--- config.mk ---
export PLATFORM = sky130hd
export DESIGN_NAME = mem_access_unit
export DESIGN_NICKNAME = d
export VERILOG_FILES = /design/src/rtl/mem_access_unit.sv
export SDC_FILE = /design/constraint.sdc
export NUM_CORES = 1
export LEC_CHECK = 0
export CAP_MARGIN = 20
export CELL_PAD_IN_SITES_DETAIL_PLACEMENT = 1
export CELL_PAD_IN_SITES_GLOBAL_PLACEMENT = 1
export CORE_MARGIN = 3
export CORE_UTILIZATION = 33
export DETAILED_ROUTE_END_ITERATION = 7
export PLACE_DENSITY_LB_ADDON = 0.1
export SKIP_CTS_REPAIR_TIMING = 1
export SLEW_MARGIN = 20
export SYNTH_ARGS = -nofsm -noshare
export SYNTH_HDL_FRONTEND = slang
export SYNTH_SLANG_ARGS = --single-unit
--- constraint.sdc ---
create_clock -name clk -period 3.77 [get_ports clk]
set_input_delay 0.377 -clock clk [delete_from_list [all_inputs] [get_ports clk]]
set_output_delay 0.377 -clock clk [all_outputs]
set_load 0.03 [all_outputs]
--- src/rtl/mem_access_unit.sv ---
// Load/store unit between the MEM pipeline stage and a word-wide data memory.
// Rebases the CPU address onto the data segment, builds byte enables and
// lane-replicated store data, extends load results and bounds the wait for
// m_ack_i with a timeout counter.
module mem_access_unit #(
  parameter logic [31:0] DATA_BASE   = 32'h0000_2000,
  parameter int unsigned TIMEOUT_CYC = 16
) (
  input  logic        clk,
  input  logic        rst,
  input  logic        mem_read_i,
  input  logic        mem_write_i,
  input  logic [1:0]  size_i,
  input  logic        signed_ld_i,
  input  logic [31:0] adr_i,
  input  logic [31:0] wdata_i,
  output logic [31:0] rdata_o,
  output logic        stall_o,
  output logic        misalign_o,
  output logic        timeout_o,
  output logic        m_req_o,
  output logic        m_we_o,
  output logic [31:0] m_adr_o,
  output logic [31:0] m_wdata_o,
  output logic [3:0]  m_be_o,
  input  logic        m_ack_i,
  input  logic [31:0] m_rdata_i
);

  localparam int unsigned CntW = (TIMEOUT_CYC > 1) ? $clog2(TIMEOUT_CYC) : 1;
  localparam logic [CntW-1:0] CntLast = CntW'(TIMEOUT_CYC - 1);

  typedef enum logic [1:0] {StIdle, StBusy, StDone} state_e;

  state_e      state_q, state_d;
  logic        we_q;
  logic [31:0] adr_q, wdata_q, rdata_q;
  logic [3:0]  be_q;
  logic [1:0]  size_q, off_q;
  logic        signed_q;
  logic [CntW-1:0] cnt_q;
  logic        timeout_q;

  logic        req, aligned, start, cnt_last;
  logic [3:0]  be_new;
  logic [31:0] wdata_new, lane_sh, load_ext;

  assign req      = mem_read_i | mem_write_i;
  assign start    = (state_q == StIdle) && req && aligned;
  assign cnt_last = (cnt_q == CntLast);
  assign lane_sh  = m_rdata_i >> {off_q, 3'b000};

  // Alignment check, byte enables and store-lane replication from the live request
  always_comb begin
    aligned   = 1'b1;
    be_new    = 4'b1111;
    wdata_new = wdata_i;
    unique case (size_i)
      2'b00: begin
        be_new    = 4'b0001 << adr_i[1:0];
        wdata_new = {4{wdata_i[7:0]}};
      end
      2'b01: begin
        aligned   = ~adr_i[0];
        be_new    = 4'b0011 << adr_i[1:0];
        wdata_new = {2{wdata_i[15:0]}};
      end
      default: aligned = (adr_i[1:0] == 2'b00);
    endcase
  end

  // Pick the addressed lane of the returned word and extend it
  always_comb begin
    load_ext = lane_sh;
    unique case (size_q)
      2'b00: load_ext = {{24{signed_q & lane_sh[7]}}, lane_sh[7:0]};
      2'b01: load_ext = {{16{signed_q & lane_sh[15]}}, lane_sh[15:0]};
      default: load_ext = lane_sh;
    endcase
  end

  // Next-state logic; ack beats a coincident timeout because both end in DONE
  always_comb begin
    state_d = state_q;
    unique case (state_q)
      StIdle: if (req && aligned) state_d = StBusy;
      StBusy: if (m_ack_i || cnt_last) state_d = StDone;
      StDone: state_d = StIdle;
      default: state_d = StIdle;
    endcase
  end

  // State register
  always_ff @(posedge clk or posedge rst) begin
    if (rst) state_q <= StIdle;
    else     state_q <= state_d;
  end

  // Request latch, wait counter, load result and timeout flag
  always_ff @(posedge clk or posedge rst) begin
    if (rst) begin
      we_q      <= 1'b0;
      adr_q     <= '0;
      wdata_q   <= '0;
      be_q      <= '0;
      size_q    <= '0;
      off_q     <= '0;
      signed_q  <= 1'b0;
      rdata_q   <= '0;
      cnt_q     <= '0;
      timeout_q <= 1'b0;
    end else begin
      timeout_q <= 1'b0;
      if (start) begin
        we_q     <= mem_write_i;
        adr_q    <= (adr_i - DATA_BASE) & 32'hFFFF_FFFC;
        wdata_q  <= wdata_new;
        be_q     <= be_new;
        size_q   <= size_i;
        off_q    <= adr_i[1:0];
        signed_q <= signed_ld_i;
        cnt_q    <= '0;
      end else if (state_q == StBusy) begin
        if (m_ack_i) begin
          rdata_q <= we_q ? 32'h0 : load_ext;
        end else if (cnt_last) begin
          rdata_q   <= 32'h0;
          timeout_q <= 1'b1;
        end else begin
          cnt_q <= cnt_q + 1'b1;
        end
      end
    end
  end

  assign m_req_o    = (state_q == StBusy);
  assign m_we_o     = we_q;
  assign m_adr_o    = adr_q;
  assign m_wdata_o  = wdata_q;
  assign m_be_o     = be_q;
  assign rdata_o    = rdata_q;
  assign timeout_o  = timeout_q;
  assign misalign_o = (state_q == StIdle) && req && !aligned;
  assign stall_o    = (state_q == StBusy) || start;

endmodule

==> results_dict.tcl <==
set metrics [dict create \
    cts_buffer_depth 2 \
    async_flop_share 1.000 \
    die_w_um 133.9 \
    finalCritPeriodShare 0.7679 \
    grt_first_pass_wirelength_mm 29.02 \
    cts_buffers 9 \
    num_rows 46 \
    rr_worst_depth 5 \
    worst_setup_path_start_kind "primary input" \
    synth_cell_type_count 47 \
    cts_tree "yes" \
    io_pins 209 \
    rrSetupSlack_ns 1.25 \
    drive_gt1_frac 0.06158 \
    place_area_mm2 0.007667 \
    dr_wl_met2_mm 8.532 \
    first_pass_iters 4 \
    dp_hpwl_mm 13.14 \
    reg2reg_to "rdata_o[20]" \
    synth-edff-count 0 \
    fin_skew_ns 0.007531 \
    max_slew_margin 0.3301 \
    wl_mm 17.68 \
    hp-start "m_wdata_o[1]" \
    cts-root-buf "clkbuf_16" \
    gr-total-overflow 0 \
    status "finished, final reports clean" \
    path_max_fanout 38 \
    final_cells 963 \
    grt_max_degree 84 \
    wl_met3_mm 1.341 \
    drt_iter0_markers 221 \
    antenna_cells 0 \
    design_area_mm2 0.007951 \
    leakage_nw 3.416 \
    vias 4918 \
    grt_pass1_vias 5255 \
    grt_usage 0.2015 \
    reg2reg_from "off_q[1]" \
    rsz0062_at_grt "no" \
    start_util 0.3386 \
    clk_pin_slew_ns 0.08 \
    hp-class "reg2reg" \
    period_needed_ns 2.895 \
    synth_top_cell_area_share 0.5145 \
    tightest_slew_ns 1.005 \
    die_h_um 133.9 \
    drt-vias-per-instance 5.107 \
    io_buffer_count 206 \
    min_to "m_wdata_o[1]" \
    clock-sinks 111 \
    seq_area_frac_synth 0.5145 \
    path_class "in2out" \
    syn_inst 555 \
    core_area_mm2 0.01594 \
    m1WireLength_mm 7.649 \
    avgRoutedWirePerCell_um 18.36 \
    finalSetupViolCount 0 \
    clk_latency_ns 0.35 \
    arrival_ns 2.52 \
    yosys-top-cells-area "dfrtp_1, nand2_1, mux2i_1" \
    synth_top_cell_by_area "dfrtp_1" \
    endpoint_kind "output port" \
    ys_ff_latch 111 \
    power_density_mw_per_mm2 777.0 \
    synth_top_flop_cell "dfrtp_1" \
    finalHoldViolCount 0 \
    ant_nets 0 \
    finalNetCount 848 \
    crit_start "size_i[1]" \
    worst_ep_required_time_ns 3.39 \
    final_max_slew_viol_count 0 \
    gp_congestion 0.8430 \
    top_layer "met4" \
    antenna_found_initial 0 \
    die_area_mm2 0.01793 \
    syn_avg_cell_area_um2 9.728 \
    vdd_drop_max_v 0.0003200 \
    max_freq_mhz 345.4 \
    synth_warnings 0 \
    max_cap_viol_count 0 \
    fin_tns_setup_ns 0 \
    holdPathStages 2 \
    dp.cells 947 \
    drc 0 \
    htreeDepth 3 \
    syn_to_final_growth_pct 47.28 \
    mappedNetlistArea_mm2 0.005399 \
]
per-stage QoR:
stage,power (mW),util,hold slack [ns],setup WS (ns)
after detailed placement,5.304,0.4809,0.4721,0.7363
after CTS,6.264,0.4986,0.4917,0.8544
after floorplan,3.842,-,0.4505,0.4623
after global placement,5.215,0.4808,0.4588,0.8725
final,6.178,0.4987,0.4833,0.8751
after global routing,6.562,0.4987,0.5156,0.6945
flip-flops by register name, summed over array words and instances, names as in the netlist:
register	cells
m_wdata_o	32
rdata_o	32
m_adr_o	30
cnt_q	4
m_be_o	4
off_q	2
size_q	2
state_q	2
m_we_o	1
signed_q	1
timeout_o	1
cell usage in the layout (no fill, tap or decap), types with 3 or more instances in the layout:
master           instances
a211o_1                  7
a21oi_1                 10
a221o_1                 18
a22o_1                   9
a2bb2oi_1                8
a31oi_1                 16
a32o_1                   7
buf_4                   10
clkbuf_16                9
clkdlybuf4s50_1        204
dfrtp_1                111
inv_1                    5
inv_6                    3
mux2_2                   8
mux2i_1                 24
nand2_1                133
nand2b_1                 5
nand3_1                  6
nor2_1                  34
nor2b_1                  9
nor3_1                   4
o21ai_0                 39
o31ai_1                 10
or3_1                    7
or4_1                    5
xnor2_1                  7
xor2_1                   5
logic make-up (layout without fill, tap and decap cells):
kind of cell,after synthesis,after routing,share of synthesized area
AO/OA/AOI/OAI,129,129,0.1754
XOR/XNOR,12,12,0.01947
adder cells (fa/ha/maj),2,2,0.004634
buffers and inverters,47,238,0.03824
flip-flops,111,111,0.5145
multiplexers,33,33,0.06535
other,1,2,0.0006946
AND/OR/NAND/NOR,220,220,0.1817
where the power goes:
part / switching [mW] / internal (mW)
Combinational: 1.84 / 1.37
Sequential: 0.361 / 1.69
Clock: 0.456 / 0.470
synthesized netlist by cell type (3+ instances only):
cell type	count
mux2i_1	24
nor3_1	4
o21ai_0	39
a2bb2oi_1	8
a22o_1	9
clkbuf_1	20
nor2b_1	9
a21oi_1	10
nand2b_1	5
a221o_1	18
nand2_1	134
buf_2	15
o31ai_1	10
or4_1	5
buf_4	3
dfrtp_1	111
a32o_1	7
xnor2_1	7
xor2_1	5
a211o_1	7
buf_1	3
nor2_1	34
a31oi_1	16
mux2_2	8
or3_1	7
inv_1	6
nand3_1	6
worst max-delay path by stage:
stage	end	slack, ns	cells past startpoint
floorplan	cnt_q[0]	0.46	1
global placement	m_wdata_o[23]	0.87	5
detailed placement	m_wdata_o[22]	0.74	5
CTS	stall_o	0.85	5
global route	stall_o	0.69	5
finish	stall_o	0.88	5
critical path, cell delays in order:
cell,delay (ns)
clkdlybuf4s50_1,0.56
or2_1,0.45
a2111o_2,0.76
nand2_1,0.22
buf_12,0.14
metal layers:
metal,track usage,vias up
li1,-,2336
met2,0.3299,140
met1,0.2638,2431
met5,0,-
met3,0.06902,11
met4,0.03486,0
cell type report:
| class | instances | area (um2) |
|---|---|---|
| Fill cell | 1775 | 7991 |
| Sequential cell | 111 | 2778 |
| Multi-Input combinational cell | 398 | 2437 |
| Timing Repair Buffer | 216 | 2157 |
| Tap cell | 216 | 270.3 |
| Clock buffer | 10 | 239.0 |
| Clock inverter | 6 | 42.54 |
| Inverter | 6 | 27.53 |
(Power assumes the default switching activity.)
